[src/rtl/plp_mem_pkg.sv]
// ============================================================================
// Module  : plp_mem_pkg
// Purpose : Shared memory-stage definitions: op encodings, LSU state enum
//           and small op-decoding helpers.
// Rev     : 1.0  initial release
// ============================================================================
`default_nettype none

package plp_mem_pkg;

   localparam logic [1:0] OP_LW  = 2'b00;
   localparam logic [1:0] OP_SW  = 2'b01;
   localparam logic [1:0] OP_LBU = 2'b10;
   localparam logic [1:0] OP_SB  = 2'b11;

   typedef enum logic [1:0] {
      ST_IDLE = 2'b00,
      ST_BUS  = 2'b01,
      ST_DONE = 2'b10
   } lsu_state_t;

   // Word ops have op[1]==0 in this encoding
   function automatic logic is_word_op(input logic [1:0] op);
      return ~op[1];
   endfunction

   // Store ops have op[0]==1 in this encoding
   function automatic logic is_store_op(input logic [1:0] op);
      return op[0];
   endfunction

endpackage

`default_nettype wire

[src/rtl/lsu_lanes.sv]
// ============================================================================
// Module  : lsu_lanes
// Purpose : Big-endian byte-lane steering for the load/store unit. Produces
//           byte enables and replicated store data for the outgoing request
//           and aligns returning read data into the load result.
// Rev     : 1.0  initial release
// ============================================================================
`default_nettype none

module lsu_lanes
   import plp_mem_pkg::*;
(
   input  logic [1:0]  i_op,
   input  logic [1:0]  i_offset,
   input  logic [31:0] i_st_data,
   input  logic [31:0] i_ld_raw,
   output logic [3:0]  o_be,
   output logic [31:0] o_st_lanes,
   output logic [31:0] o_ld_result
);

   // Offset k selects bits [31-8k:24-8k]; shifting right by 8*(3-k) brings
   // that byte to the bottom. 3-k is simply ~k for a 2-bit offset.
   logic [4:0]  w_shift;
   logic [31:0] w_shifted;

   assign w_shift   = {~i_offset, 3'b000};
   assign w_shifted = i_ld_raw >> w_shift;

   // Lane selection per access type
   always_comb begin
      o_be        = 4'b0000;
      o_st_lanes  = 32'h0;
      o_ld_result = 32'h0;
      case (i_op)
         OP_LW: begin
            o_be        = 4'b1111;
            o_ld_result = i_ld_raw;
         end
         OP_SW: begin
            o_be        = 4'b1111;
            o_st_lanes  = i_st_data;
         end
         OP_LBU: begin
            o_be        = 4'b1000 >> i_offset;
            o_ld_result = {24'h0, w_shifted[7:0]};
         end
         default: begin
            o_be        = 4'b1000 >> i_offset;
            o_st_lanes  = {4{i_st_data[7:0]}};
         end
      endcase
   end

endmodule

`default_nettype wire

[src/rtl/load_store_unit.sv]
// ============================================================================
// Module  : load_store_unit
// Purpose : PLP memory-access stage. Runs LW/SW/LBU/SB over a single-
//           outstanding req/ack bus, stalls the pipeline until completion and
//           flags misaligned word accesses and bus timeouts.
// Rev     : 1.0  initial release
// ============================================================================
`default_nettype none

module load_store_unit
   import plp_mem_pkg::*;
#(
   parameter int unsigned TIMEOUT_CYCLES = 255
)(
   input  logic        clk,
   input  logic        rst_n,
   input  logic        req_valid,
   input  logic [1:0]  op,
   input  logic [31:0] addr,
   input  logic [31:0] wdata,
   output logic        stall,
   output logic        done,
   output logic [31:0] rdata,
   output logic        bus_err,
   output logic        bus_req,
   output logic        bus_we,
   output logic [31:0] bus_addr,
   output logic [3:0]  bus_be,
   output logic [31:0] bus_wdata,
   input  logic [31:0] bus_rdata,
   input  logic        bus_ack
);

   // Counter value seen during the last permitted BUS cycle
   localparam logic [15:0] C_CNT_LAST = 16'(TIMEOUT_CYCLES - 1);

   lsu_state_t  r_state;
   lsu_state_t  w_next;
   logic [1:0]  r_op;
   logic [1:0]  r_off;
   logic [15:0] r_cnt;

   logic        w_misalign;
   logic        w_timeout;
   logic [1:0]  w_lane_op;
   logic [1:0]  w_lane_off;
   logic [3:0]  w_be;
   logic [31:0] w_st_lanes;
   logic [31:0] w_ld_result;

   assign w_misalign = is_word_op(op) & (addr[1:0] != 2'b00);
   assign w_timeout  = (r_cnt == C_CNT_LAST);

   // In IDLE the lanes steer the incoming request; afterwards they align
   // read data using the latched op and offset.
   assign w_lane_op  = (r_state == ST_IDLE) ? op        : r_op;
   assign w_lane_off = (r_state == ST_IDLE) ? addr[1:0] : r_off;

   lsu_lanes u_lanes (
      .i_op        (w_lane_op),
      .i_offset    (w_lane_off),
      .i_st_data   (wdata),
      .i_ld_raw    (bus_rdata),
      .o_be        (w_be),
      .o_st_lanes  (w_st_lanes),
      .o_ld_result (w_ld_result)
   );

   assign stall = ((r_state == ST_IDLE) & req_valid) | (r_state == ST_BUS);

   // State register
   always_ff @(posedge clk or negedge rst_n) begin
      if (!rst_n) r_state <= ST_IDLE;
      else        r_state <= w_next;
   end

   // Next-state logic; ack on the last permitted cycle beats the timeout
   always_comb begin
      w_next = r_state;
      case (r_state)
         ST_IDLE: begin
            if (req_valid) w_next = w_misalign ? ST_DONE : ST_BUS;
         end
         ST_BUS: begin
            if (bus_ack || w_timeout) w_next = ST_DONE;
         end
         ST_DONE: w_next = ST_IDLE;
         default: w_next = ST_IDLE;
      endcase
   end

   // Registered outputs, latched op/offset and the BUS-cycle counter
   always_ff @(posedge clk or negedge rst_n) begin
      if (!rst_n) begin
         r_op      <= OP_LW;
         r_off     <= 2'b00;
         r_cnt     <= 16'h0;
         done      <= 1'b0;
         rdata     <= 32'h0;
         bus_err   <= 1'b0;
         bus_req   <= 1'b0;
         bus_we    <= 1'b0;
         bus_addr  <= 32'h0;
         bus_be    <= 4'b0000;
         bus_wdata <= 32'h0;
      end else begin
         case (r_state)
            ST_IDLE: begin
               if (req_valid) begin
                  r_op  <= op;
                  r_off <= addr[1:0];
                  r_cnt <= 16'h0;
                  if (w_misalign) begin
                     done    <= 1'b1;
                     bus_err <= 1'b1;
                     rdata   <= 32'h0;
                  end else begin
                     bus_req   <= 1'b1;
                     bus_we    <= is_store_op(op);
                     bus_addr  <= {addr[31:2], 2'b00};
                     bus_be    <= w_be;
                     bus_wdata <= w_st_lanes;
                  end
               end
            end
            ST_BUS: begin
               if (bus_ack) begin
                  bus_req <= 1'b0;
                  done    <= 1'b1;
                  rdata   <= w_ld_result;
               end else if (w_timeout) begin
                  bus_req <= 1'b0;
                  done    <= 1'b1;
                  bus_err <= 1'b1;
                  rdata   <= 32'h0;
               end else begin
                  r_cnt <= r_cnt + 16'd1;
               end
            end
            default: begin
               done    <= 1'b0;
               bus_err <= 1'b0;
               rdata   <= 32'h0;
            end
         endcase
      end
   end

endmodule

`default_nettype wire

[config.mk]
export PLATFORM = sky130hd
export DESIGN_NAME = load_store_unit
export DESIGN_NICKNAME = d
export VERILOG_FILES = /design/src/rtl/plp_mem_pkg.sv /design/src/rtl/lsu_lanes.sv /design/src/rtl/load_store_unit.sv
export SDC_FILE = /design/constraint.sdc
export NUM_CORES = 1
export LEC_CHECK = 0
export CORE_MARGIN = 8
export CORE_UTILIZATION = 56
export CTS_BUF_LIST = sky130_fd_sc_hd__clkbuf_4 sky130_fd_sc_hd__clkbuf_8 sky130_fd_sc_hd__clkbuf_16
export DETAILED_ROUTE_END_ITERATION = 16
export DONT_BUFFER_PORTS = 1
export PLACE_DENSITY = 0.71
export SLEW_MARGIN = 15
export SYNTH_ARGS = -nofsm -noshare
export SYNTH_HDL_FRONTEND = slang
export SYNTH_SLANG_ARGS = --single-unit
[constraint.sdc]
create_clock -name clk -period 5.7 [get_ports clk]
set_input_delay 1.14 -clock clk [delete_from_list [all_inputs] [get_ports clk]]
set_output_delay 1.14 -clock clk [all_outputs]
set_load 0.01 [all_outputs]
## Yosys cells after proc, flatten, opt, wreduce, memory -nomap -nowiden

Index checks and enable logic that the tools add are counted.

| word-level totals | value |
|---|---|
| word-level logic and storage cells | 77 |
| output and inout port bits | 105 |
| register bits | 124 |
| bits of input ports | 102 |

| operators by class | value |
|---|---|
| equal/unequal tests | 12 |
| reductions and logical operators | 14 |
| shift operators | 2 |
| bitwise gates (word level) | 6 |
| muxes and demuxes | 30 |
| add/sub/neg operators | 1 |

Operator list:

| operator | number |
|---|---|
| $pmux 32 s2 | 3 |
| $mux 32 | 4 |
| $mux 16 | 3 |
| $pmux 16 s2 | 1 |
| $shr 32x5->8 | 1 |
| $add 16x1->16 const B | 1 |
| $eq 16x8->1 const B | 1 |
| $ne 2x2->1 const B | 6 |
| $reduce_and 4->1 | 3 |
| $mux 2 | 5 |
| $mux 1 | 9 |
| $pmux 1 s2 | 3 |
| $reduce_and 3->1 | 2 |
| $eq 2x1->1 const B | 2 |
| $logic_not 2->1 | 2 |
| $mux 4 | 1 |
| $pmux 2 s2 | 1 |
| $reduce_and 2->1 | 2 |
| $reduce_bool 2->1 | 2 |
| $reduce_or 2->1 | 2 |
| $shr 4x2->4 const A | 1 |
| $ne 3x3->1 const B | 1 |
| $and 1x1->1 | 2 |
| $eq 2x2->1 const B | 1 |
| 5 further kinds | 6 |

## Logic depth before layout (Yosys ltp)

Gate-level depths: netlist of run 1.

| logic depth | value |
|---|---|
| depth in word-level cells | 7 |
| gate-level depth with buffers | 7 |
| gate-level depth less buffers | 6 |

## By module

Synthesis of run 1 repeated with hierarchy kept, for this count alone.

| second synthesis, totals | value |
|---|---|
| cells, all modules | 521 |
| area total of the unflattened synthesis | 6073.3 um2 |

Modules (own cells, without submodules):

| module | sequential area each (um2) | instances | area each (um2) | cells each |
|---|---|---|---|---|
| load_store_unit | 3103.0 | 1 | 5069.9 | 377 |
| lsu_lanes | 0.0 | 1 | 1003.5 | 144 |

## Worst setup path after synthesis of run 1

Ideal clock, no wire load.

| path | value |
|---|---|
| kind | input-to-output |
| start point | in req_valid |
| end point | out stall |
| slack | 3234 ps |
| stages | 2 |
| required time | 4560 ps |
| arrival | 1326 ps |
| cells stage by stage | nor2_1 -> nor2_1 |

| on the way | value |
|---|---|
| word-level cells in the longest chain between the ends | 2 |

Ends and longest elaborated chain:

| what | RTL line | source |
|---|---|---|
| start, declared | load_store_unit.sv:17 | `input logic req_valid,` |
| $and 1x1->1 | load_store_unit.sv:69 | `assign stall = ((r_state == ST_IDLE) & req_valid) \| (r_state == ST_BUS);` |
| $or 1x1->1 | load_store_unit.sv:69 |  |
| end, declared | load_store_unit.sv:21 | `output logic stall,` |

Every way passes these cells.

## Final worst setup path of run 1

| path | value |
|---|---|
| start point | reg r_state[0] |
| end point | reg bus_wdata[9] |

| on the way | value |
|---|---|
| word-level cells in the longest chain between the ends | 5 |

Ends and longest elaborated chain:

| what | RTL line | source |
|---|---|---|
| start, declared | load_store_unit.sv:37 | `lsu_state_t r_state;` |
| start signal, assigned | load_store_unit.sv:74 | `else r_state <= w_next;` |
| $logic_not 2->1 * | load_store_unit.sv:56, load_store_unit.sv:107 |  |
| $mux 2 | load_store_unit.sv:56 | `assign w_lane_op = (r_state == ST_IDLE) ? op : r_op;` |
| $eq 2x2->1 / $logic_not 2->1 (equally long branches) | lsu_lanes.sv:35 | `case (i_op)` |
| $reduce_or 2->1 (no source line) | n/a |  |
| $pmux 32 s2 | lsu_lanes.sv:35 |  |
| end signal, assigned | load_store_unit.sv:122 | `bus_wdata <= w_st_lanes;` |
| end, declared | load_store_unit.sv:29 | `output logic [31:0] bus_wdata,` |

Every way passes the cells marked *; elsewhere a longest branch is shown, timed or not.
A chain may end at the register's enable or synchronous reset.

==> results of run 1 <==
worst reg2reg max path, stage by stage (launching register included):
cell                      delay [ns]
sky130_fd_sc_hd__dfrtp_1        0.58
sky130_fd_sc_hd__nor3b_2        0.90
sky130_fd_sc_hd__and2_1         0.24
sky130_fd_sc_hd__buf_4          0.37
sky130_fd_sc_hd__nand2_1        0.60
sky130_fd_sc_hd__o21ai_0        0.39
layer usage:
metal	up-vias	share of wire [%]	global-route usage, %
met5	-	0	0
met2	174	49	34.6
met3	29	11	8.75
li1	1937	-	-
met4	0	2.2	10.0
met1	2039	38	24.7
cell families after synthesis:
logic type / Yosys count / share of synthesized area, %
simple gates: 241 / 19.8
fa+ha+maj: 2 / 0.448
mux: 29 / 5.22
compound gates: 119 / 14.7
other cells: 1 / 0.0672
buf+inv: 49 / 4.01
xor+xnor: 1 / 0.157
flops: 124 / 55.6
sequential cells by signal, indices dropped and copies added, names as in the netlist, 2 cells and up:
register	cells
bus_addr	30
bus_be	4
bus_wdata	32
r_off	2
rdata	32
r_cnt	16
r_op	2
r_state	2
final cells by class:
type / count / area, um^2
fillers: 797 / 3510
multi-input cells: 394 / 2270
clock inverters: 7 / 139
flip-flops and latches: 124 / 3100
clock buffers: 22 / 470
repair buffers: 5 / 37.5
inverters: 11 / 41.3
well taps: 133 / 166
per-stage QoR:
| step | hold WS, ns | utilization, % | total power (W) | worst slack [ns] |
|---|---|---|---|---|
| 6_report | 0.307 | 64.0 | 0.00343 | 2.53 |
| 5_1_grt | 0.283 | 64.0 | 0.00362 | 2.26 |
| 4_1_cts | 0.294 | 63.9 | 0.00346 | 2.52 |
| 3_5_place_dp | 0.497 | 57.7 | 0.00234 | 2.08 |
| 3_3_place_gp | 0.485 | 57.7 | 0.00230 | 2.28 |
| 2_1_floorplan | 0.456 | - | 0.00212 | 3.23 |
power by group:
part           internal [W]  switching (W)
registers           0.00118       0.000420
logic              0.000282       0.000432
clock network      0.000746       0.000367
total               0.00221        0.00122
placed cells by master (no fill, tap or decap), types with 5 or more instances in the layout:
| master | synthesis | routed |
|---|---|---|
| sky130_fd_sc_hd__clkbuf_16 | 0 | 16 |
| sky130_fd_sc_hd__mux2i_1 | 28 | 28 |
| sky130_fd_sc_hd__a22o_1 | 24 | 24 |
| sky130_fd_sc_hd__buf_4 | 4 | 5 |
| sky130_fd_sc_hd__nor2_1 | 9 | 9 |
| sky130_fd_sc_hd__o21ai_1 | 25 | 25 |
| sky130_fd_sc_hd__nand2_1 | 170 | 169 |
| sky130_fd_sc_hd__dfrtp_1 | 124 | 124 |
| sky130_fd_sc_hd__inv_1 | 11 | 11 |
| sky130_fd_sc_hd__a211o_1 | 8 | 8 |
| sky130_fd_sc_hd__o21ai_0 | 16 | 16 |
| sky130_fd_sc_hd__nand3_1 | 21 | 21 |
| sky130_fd_sc_hd__o22ai_1 | 8 | 8 |
| sky130_fd_sc_hd__and4_1 | 7 | 7 |
| sky130_fd_sc_hd__a21oi_1 | 13 | 13 |
worst paths after layout:
check / from / to / slack (ns) / cells past startpoint
max: r_state[0]$_DFFE_PN0P_ / bus_wdata[9]$_DFFE_PN0P_ / 2.53 / 5
min: rst_n / rdata[24]$_DFFE_PN0P_ / 0.31 / 0
max reg2reg: r_state[0]$_DFFE_PN0P_ / bus_wdata[9]$_DFFE_PN0P_ / 2.53 / 5
min reg2reg: r_cnt[7]$_DFFE_PN0P_ / r_cnt[7]$_DFFE_PN0P_ / 0.51 / 1
max in group asynchronous: rst_n / bus_wdata[22]$_DFFE_PN0P_ / 5.23 / 0
min in group clk: r_cnt[7]$_DFFE_PN0P_ / r_cnt[7]$_DFFE_PN0P_ / 0.51 / 1
==> results.txt, run 1 <==
The maximum single-stage delay on the critical path is 0.90 ns. The placer's final routability congestion estimate came out at 0.816. The initial utilization of the core area, before any placement, comes to between 50% and 60%. The cell family contributing the most delay on the critical path is simple AND/OR/NAND/NOR gates. Global routing used 21.5% of the available tracks across all layers. After synthesis, the cell types taking the most area are sky130_fd_sc_hd__dfrtp_1 56%, sky130_fd_sc_hd__nand2_1 11%, sky130_fd_sc_hd__mux2i_1 5.0%. The power per cell area is 551 nW/um^2. The post-detailed-routing wire length came out at 14,600 um.

The max-slew violation count came out at 0. The number of global-route vias before repair is 4,146. The share of cells above drive strength 1 is under 10%.

The per-cell via count in the routed design is 6.00. The most common cell in the synthesized netlist is sky130_fd_sc_hd__nand2_1. After detailed routing, the number of remaining DRC violations is 0.

The clock passes through at most 2 buffers. The count of TritonRoute iterations in the first routing pass came out at 4. After synthesis, the mean cell area works out to ~9.9 um^2. The fraction of registers with async set or reset after synthesis came out at 100%.

In the synthesized netlist, the cells that appear most often are 170 x sky130_fd_sc_hd__nand2_1, 124 x sky130_fd_sc_hd__dfrtp_1, 28 x sky130_fd_sc_hd__mux2i_1. For this design, the sink count on the clock tree is between 100 and 150. The run finished with clean final reports. The net count of the finished layout is 657. Setup repair after global routing left no endpoint under its margin. The master cell of the clock root buffer is sky130_fd_sc_hd__clkbuf_8. The repair_antennas step left the layout with diodes totalling 0. The floorplan has 36 rows. The floorplan step defined a core boundary enclosing between 9000 and 10,000 um^2.

The worst clock skew on the final layout came out at ~0.0077 ns. The final-report hold violation count was 0. The post-synthesis cell type count came out at 56. The share of synthesized area occupied by flip-flops and latches is 55.6%.

The initial antenna violation count is 0. The finished cells cover ~6200 um^2. The transition at the pin with the smallest max-transition slack came out at roughly 1 ns. The total cell area at the placement stage came out at 5610 um^2. The count of endpoints failing setup in the final report is 0. The wire length of the first global-routing pass came out at 22,000 um. The maximum vdd ir drop is 0.301 mV. The maximum number of pins on one net before global-route repair is around 130. The count of hold buffers inserted by post-cts repair is 0. The sum of buffers and inverters on the critical path came out at 1.

The worst-case headroom to the max-slew limit is 33.9%. Summed over all failing endpoints, the final setup total negative slack is 0 ns. The chip width came out at between 100 and 150 um. Dividing the detail-routed wire length by the instance count gives 21.0 um. The analysis attributes to cell leakage a power of 3.12 nW. The number of I/O pins came out at just over 200.

TritonCTS built the clock tree. From bottom edge to top edge, the die measures 116 um. In this run the remaining antenna-violating nets after routing total 0.

Yosys printed 0 warnings. The signal on the critical path passes through nor3b_2 -> and2_1 -> buf_4 -> nand2_1 -> o21ai_0. STA puts the critical path data required time at 6.12 ns. The count of routing violations after the opening detailed-route iteration came out at between 400 and 500. The count of buffers inserted at the top-level ports came out at 0. Summing every instance area after synthesis gives 5580 um^2. For this run the aggregate overflow at the end of global routing stands at 0. Based on the critical path, the design can be clocked at up to 315 MHz. The time the worst path needs with I/O delays and setup is approximately 3.2 ns.

The highest-delay cell along the critical path is sky130_fd_sc_hd__nor3b_2. The data arrival time of the worst path came out at 3.59 ns. The share of the synthesized area in the top cell type came out at a little under three fifths. STA classifies the critical path startpoint as a flop. The predominant post-synthesis flop cell is sky130_fd_sc_hd__dfrtp_1. Along the worst path, the maximum fanout reaches between 40 and 50. The post-synthesis cell count came out at 566. sky130_fd_sc_hd__dfrtp_1 takes more of the synthesized area than any other cell.

For this run, the number of standard cells in the final layout without fillers is 696. In this run the worst hold path is classified as in2async. The number of maximum-capacitance violations came out at 0.

The clock reaches the later pin of the worst-skew pair after 0.53 ns. STA classifies the critical path endpoint as a flop. The total number of vias came out at 4,179. The clock slew seen by the registers of the worst setup and hold paths came out at ~0.060 ns. The number of register bits inferred by synthesis came out at 124. The post-detailed-placement half-perimeter wirelength came out at 10,500 um. Once the clock tree was built, the resizer swapped 0 gates to a different size. The area growth from synthesis to final layout came out at 11.5%. The number of flops mapped to enable cells by yosys is 0. The critical path is of the reg2reg type. The die covers 13,400 um^2.

The count of buffers added by post-CTS timing repair for setup came out at 0. The share of the cycle needed by the critical path after routing is a little under three fifths. In this run, placement finished with an instance count of roughly 670. The clock tree synthesis step divided the H-tree into 4 levels. The number of CTS-inserted buffers is 17.
(Power assumes the default switching activity.)
==> run 2: changes to the inputs <==
==> constraint.sdc (replaced) <==
create_clock -name clk -period 3.3 [get_ports clk]
set_input_delay 0.66 -clock clk [delete_from_list [all_inputs] [get_ports clk]]
set_output_delay 0.66 -clock clk [all_outputs]
set_load 0.01 [all_outputs]
==> run 2 against run 1 <==
  * The run now ends with hold timing left
  * Global-route usage is 0.22 points higher
  * Clock-buffer cell count fell by 2
  * Cell count grew 0.72%
  * Sequential power is 73% higher
  * Combinational power grew 74%
  * Wire length fell by 0.71%
  * Design area grew 0.28%
  * Clock skew decreased by 0.00079 ns
  * Non-clock buffer count is 2 higher
  * Worst setup slack got worse by 1.4 ns
  * Clock power rose by 72%
  * Largest cell class unchanged
  * Largest power group unchanged
  * Highest routed layer unchanged
==> results.txt, run 2 (same netlist as run 1, synthesis figures left out) <==
about 210 I/O pins were placed. Compared with the post-synthesis result, the final layout area differs by 11.8%. Setup repair after global routing left no endpoint under its margin.

For the worst setup path, the data required time is 2.64 ns. The power per cell area is 947 nW/um^2. The worst-case reg-to-reg path depth is 4. The routed metal-1 wire length came out at roughly 5400 um. The clock slew seen by the registers of the worst setup and hold paths came out at around 0.060 ns. Wires add up to 14,500 um.

The largest registers in the layout are bus_wdata x32, rdata x32, bus_addr x30. Of the available clock period, the critical path in the final layout requires 66.2%. The met2 routed wirelength came out at 7100 um.

The library cell used most frequently in the layout, excluding fill and tap cells, is sky130_fd_sc_hd__nand2_1. The accumulated negative setup slack came out at 0 ns. The highest net fanout along the worst path is 18.

Across the routed clock network, the largest skew measured is 0.00689 ns. The cell total after placement came out at 669. The wire length of the first global-routing pass is 22,600 um. The starting utilization of the core area came out at 57.4%.

At the end of the flow the core is filled with cells to 64.1%. The insertion delay of the later-clocked pin in the worst-skew pair came out at 0.51 ns. The uppermost layer routed is met4.

The worst register-to-register path has a setup slack of 1.15 ns. The time the worst path needs with I/O delays and setup came out at ~2.2 ns. The max-slew violation count came out at 0. After floorplanning, the core was sized to cover 9730 um^2. At the end of routability-driven placement, the weighted congestion stood at 0.843. The count of clock tree sinks is 124. The launching element of the worst setup path is r_state[0]$_DFFE_PN0P_.

The number of global-route vias before repair is 4,240. In this run the post-CTS setup repair buffer count came out at 0. The residual overflow from global routing came out at 0.

The CTS H-tree depth came out at 4. In this run the critical register-to-register path is captured at rdata[6]$_DFFE_PN0P_. The master cell of the clock root buffer is sky130_fd_sc_hd__clkbuf_8.

The floorplan has 36 rows. The die covers 13,400 um^2. The maximum number of pins on one net before global-route repair came out at 125. The count of routing violations after the opening detailed-route iteration is between 300 and 400.

The antenna diode count came out at 0. In the layout the commonest cells are 169 x sky130_fd_sc_hd__nand2_1, 124 x sky130_fd_sc_hd__dfrtp_1, 28 x sky130_fd_sc_hd__mux2i_1. The count of buffers inserted at the top-level ports came out at 0. The total cell area at the placement stage came out at 5620 um^2.

The share of cells above drive strength 1 is 8.80%. The remaining design rule violation count is 0. The count of endpoints failing setup in the final report came out at 0.

The number of maximum-capacitance violations came out at 0. The post-route non-filler standard cell count is about 700. The flow ran to the end, but the final reports show violations.

The transition at the pin with the smallest max-transition slack is just over 0.8 ns. Summing over every cut layer, the via total after detailed routing is 4,210. The type of the worst setup path is reg2out. The cell leakage power came out at 3.11 nW. The initial antenna violation count came out at 0. The worst register-to-register path begins at r_state[0]$_DFFE_PN0P_.

The number of CTS-inserted buffers is 17. The smallest hold slack is -0.161 ns. Timing would allow up to 458 MHz.

The capturing element type of the critical path is an output port. The post-cts sizing count is 0. The net count of the finished layout came out at 659.

In the final routed layout, each cell accounts on average for 20.7 um. The met3 routed wirelength is 1670 um. The final design instance area without fill came out at ~6200 um^2. The data arrival time of the worst path came out at 1.52 ns. The final-report hold violation count is 124.

The post-detailed-placement half-perimeter wirelength is between 10,000 and 15,000 um. The chip width is 116 um. The height of the chip came out at between 100 and 150 um. The longest clock path from root to sink contains 2 buffers.

The final reports fail on hold timing. The class of the worst hold path is in2async. The count of antenna-violating nets left after detailed routing is 0. The total track usage came out at 21.7%. The worst-case headroom to the max-slew limit is 45.8%. The count of TritonRoute iterations in the first routing pass is 4. The maximum vdd ir drop is between 0.5 and 0.6 mV. TritonCTS built the clock tree. Using the TritonRoute via totals, the vias-per-cell ratio works out to approximately 6.

STA classifies the critical path startpoint as a flop.
-- run 2: changes by cell type in the layout (fill, tap and decap cells not counted), sizes merged --
cell | before | now
bufinv | 4 | 3
clkinvlp | 0 | 3
clkbuf | 22 | 20
inv | 11 | 13
clkinv | 3 | 4
buf | 5 | 7
-- run 2: worst max path at each step --
stage,end,slack [ns]
6_report,stall,1.12
3_5_place_dp,bus_wdata[9]$_DFFE_PN0P_,1.10
4_1_cts,stall,1.08
5_1_grt,bus_wdata[9]$_DFFE_PN0P_,0.90
3_3_place_gp,bus_wdata[11]$_DFFE_PN0P_,1.19
2_1_floorplan,rdata[7]$_DFFE_PN0P_,1.40
-- run 2: critical path, cell delays in order, from the launching register on --
cell,delay (ns)
sky130_fd_sc_hd__dfrtp_1,0.68
sky130_fd_sc_hd__nor2_1,0.10
sky130_fd_sc_hd__nor2_1,0.22
-- run 2: area by class of cell --
| cell class | count | area [um^2] |
|---|---|---|
| timing repair buffer | 7 | 52.6 |
| tap | 133 | 166 |
| fill | 791 | 3490 |
| multi-input combinational | 394 | 2260 |
| clock buffer | 20 | 455 |
| inverter | 11 | 41.3 |
| sequential | 124 | 3100 |
| clock inverter | 12 | 161 |
-- run 2: through the flow --
stage / power (W) / setup slack, ns
6_report: 0.00591 / 1.12
3_3_place_gp: 0.00398 / 1.19
2_1_floorplan: 0.00367 / 1.40
4_1_cts: 0.00596 / 1.08
5_1_grt: 0.00627 / 0.898
3_5_place_dp: 0.00405 / 1.10
-- run 2: layer usage --
metal | global-route usage [%] | vias up
met5 | 0 | -
li1 | - | 1945
met2 | 34.5 | 172
met3 | 10.3 | 23
met1 | 24.4 | 2070
met4 | 10.1 | 0
-- run 2: power breakdown --
group,leakage (nW),total [W],internal [W],switching [W]
Sequential,1.62,0.00277,0.00204,0.000727
Combinational,1.19,0.00124,0.000495,0.000742
Clock,0.294,0.00191,0.00122,0.000689
==> run 3: changes to the inputs <==
--- a/config.mk
+++ b/config.mk
@@ -10,7 +10,7 @@
 export CTS_BUF_LIST = sky130_fd_sc_hd__clkbuf_4 sky130_fd_sc_hd__clkbuf_8 sky130_fd_sc_hd__clkbuf_16
 export DETAILED_ROUTE_END_ITERATION = 16
 export DONT_BUFFER_PORTS = 1
-export PLACE_DENSITY = 0.71
+export PLACE_DENSITY = 0.74
 export SLEW_MARGIN = 15
 export SYNTH_ARGS = -nofsm -noshare
 export SYNTH_HDL_FRONTEND = slang
==> constraint.sdc (replaced) <==
create_clock -name clk -period 1.9 [get_ports clk]
set_input_delay 0.38 -clock clk [delete_from_list [all_inputs] [get_ports clk]]
set_output_delay 0.38 -clock clk [all_outputs]
set_load 0.01 [all_outputs]
==> run 3 against run 2 <==
  * The flow still finishes with violations (hold timing)
  * Clock power is 74% higher
  * Clock-buffer cell count is 2 lower
  * Hold slack worse by 0.28 ns
  * Largest cell class unchanged
==> results.txt, run 3 (same netlist as run 1, synthesis figures left out) <==
The number of fill cells in the layout is slightly below 700. The count of TritonRoute iterations in the first routing pass came out at 6. The number of global-route vias before repair is 4,818. The total number of vias is 4,725. The count of buffers inserted at the top-level ports is 0. The switching power total is 0.00400 W.

The height of the chip came out at between 100 and 150 um. The largest registers in the layout are bus_wdata x32, rdata x32, bus_addr x30. The wire length of the first global-routing pass came out at 26,000 um. The highest net fanout along the worst path is 32. The time the worst path needs with I/O delays and setup came out at 1.78 ns. STA classifies the critical path startpoint as a flop. The worst clock skew on the final layout is 0.00527 ns.

Registers are responsible for between 40% and 50% of the overall power. For this configuration, the core starts out at a cell density of 57.4%. The max-slew violation count came out at 0. Setup repair after global routing left no endpoint under its margin. Across the run, the number of max-cap violations was 0. The required arrival time at the worst endpoint came out at 2.30 ns. The clock network power share is 30.9%. The share of total power in combinational logic is 24.9%.

The flow ran to the end, but the final reports show violations. The area growth from synthesis to final layout is 25.5%. The remaining design rule violation count came out at 0. Leaving out fill and tap cells, the most frequent cell in the layout is sky130_fd_sc_hd__nand2_1.

The startpoint of the worst-slack reg-to-reg timing path is r_cnt[1]$_DFFE_PN0P_. The count of routing violations after the opening detailed-route iteration is ~500. The completed layout was analyzed and its total power is roughly 0.011 W. The critical path in this run is classified as reg2reg. In this run the worst setup path begins at r_cnt[1]$_DFFE_PN0P_.

The area used by multi-input combinational logic is about 2300 um^2. The chip width is roughly 120 um. The switching share of power is between 30% and 40%.

Cells with a size suffix above 1 make up 10.4% of the layout. The net count of the finished layout came out at around 730. For this design the ratio of total power to cell area is 1530 nW/um^2. In the final layout, flip-flops and latches occupy between 3000 and 4000 um^2. The TritonCTS clock tree is done. The post-detailed-placement half-perimeter wirelength came out at between 10,000 and 15,000 um. The total internal power came out at 0.00675 W. The total cell area at the placement stage is ~5800 um^2. The number of CTS-inserted buffers came out at 17. The residual overflow from global routing came out at 0. The detail route stage leaves a number of antenna-violating nets equal to 0.

The maximum number of pins on one net before global-route repair came out at 125. Setup total negative slack on the finished layout was measured at 0 ns. The upper clock frequency limit came out at 561 MHz. Setup violations remaining at the end of the flow were counted as 0. The core box area came out at 9730 um^2.

Hold repair after CTS inserted 58 buffers. The largest buffer count on any clock path is 2. The insertion delay of the later-clocked pin in the worst-skew pair came out at 0.52 ns. The final core area utilization came out at 72.0%. Data on the critical path arrives at its endpoint at around 2.2 ns. The maximum vdd ir drop came out at 0.942 mV. The initial antenna violation count is 0. The worst setup path is captured at a flop. The per-cell via count in the routed design came out at a little over 6. In this run the static leakage power is 3.45 nW. The post-route non-filler standard cell count is around 800. Across every metal layer, demand over resource in global routing totals 25.1%. The number of I/O pins is 207. The smallest hold slack came out at -0.442 ns. The count of buffers added by post-CTS timing repair for setup came out at 0. The post-detailed-routing wire length came out at between 15,000 and 20,000 um. The clock slew seen by the registers of the worst setup and hold paths is 0.06 ns. The cell total after placement is 685.

The master cell of the clock root buffer is sky130_fd_sc_hd__clkbuf_8. The placement row count came out at 36. The final design instance area without fill is about 7000 um^2. The placer's final routability congestion estimate is 0.853.

The CTS H-tree depth is 4. In the finished design, the share of the clock period the worst path needs comes to between 90% and 100%. The checks that failed: hold timing.

The die area came out at 13,400 um^2. The class of the worst hold path is in2async. Dividing the detail-routed wire length by the instance count gives 21.7 um. The final-report hold violation count is 124.

The library cells used most frequently in the layout, excluding fill and tap cells, are 169 x sky130_fd_sc_hd__nand2_1, 124 x sky130_fd_sc_hd__dfrtp_1, 58 x sky130_fd_sc_hd__dlygate4sd3_1. The count of clock tree sinks came out at 124.
## run 3: changes by cell type in the layout (fill, tap and decap cells not counted), moves of 2 or more
cell | before | now
sky130_fd_sc_hd__buf_12 | 0 | 3
sky130_fd_sc_hd__buf_4 | 7 | 18
sky130_fd_sc_hd__buf_6 | 0 | 2
sky130_fd_sc_hd__clkbuf_8 | 4 | 2
sky130_fd_sc_hd__clkinv_4 | 3 | 1
sky130_fd_sc_hd__diode_2 | 0 | 2
sky130_fd_sc_hd__dlygate4sd3_1 | 0 | 58
sky130_fd_sc_hd__inv_6 | 2 | 5
## run 3: power by group through the flow
stage	sequential (W)	combinational, W	clock, W
detailed placement	0.00478	0.00249	0
global route	0.00486	0.00297	0.00349
global placement	0.00475	0.00235	0
finish	0.00475	0.00268	0.00333
CTS	0.00476	0.00262	0.00336
floorplan	0.00447	0.00190	0
## run 3: layout make-up
class | count | share of cell area (%)
clock buffers | 18 | 6.11
multi-input cells | 394 | 32.6
well taps | 133 | 2.38
repair buffers | 81 | 11.4
flip-flops and latches | 124 | 44.3
inverters | 11 | 0.589
diodes | 2 | 0.0714
clock inverters | 14 | 2.62
## run 3: path summary, 6_finish.rpt
kind	endpoint	slack (ns)	depth (start not counted)
max	rdata[6]$_DFFE_PN0P_	0.12	6
min	rdata[25]$_DFFE_PN0P_	-0.44	0
max reg2reg	rdata[6]$_DFFE_PN0P_	0.12	6
min reg2reg	r_cnt[6]$_DFFE_PN0P_	0.51	1
max in group asynchronous	bus_addr[30]$_DFFE_PN0P_	2.15	0
min in group clk	bus_wdata[5]$_DFFE_PN0P_	0.01	2
## run 3: metrics by stage
| step | hold slack, ns | worst slack (ns) |
|---|---|---|
| detailed placement | 0.0881 | 0.0634 |
| CTS | -0.454 | 0.0529 |
| floorplan | 0.0844 | 0.0929 |
| global placement | 0.0880 | 0.130 |
| global route | -0.461 | 0.00269 |
| finish | -0.442 | 0.118 |
## run 3: critical path: stages, from the launching register on
cell and delay, ns:
sky130_fd_sc_hd__dfrtp_1 0.41, sky130_fd_sc_hd__ha_1 0.17, sky130_fd_sc_hd__nor4b_4 0.23, sky130_fd_sc_hd__and4_1 0.27, sky130_fd_sc_hd__o21ai_2 0.10, sky130_fd_sc_hd__buf_12 0.19
sky130_fd_sc_hd__a211o_1 0.30
## run 3: what timing repair did
| action | in CTS | in global routing |
|---|---|---|
| endpoints found under the hold margin | 182 | 124 |
| gates resized for setup | 0 | 5 |
| endpoints found under the setup margin | 0 | 31 |
## run 3: per-layer routing
metal,part of all wire [%],track usage [%]
met2,52,42.1
met4,3.1,12.5
met1,35,27.8
met5,0,0
met3,9.7,8.86
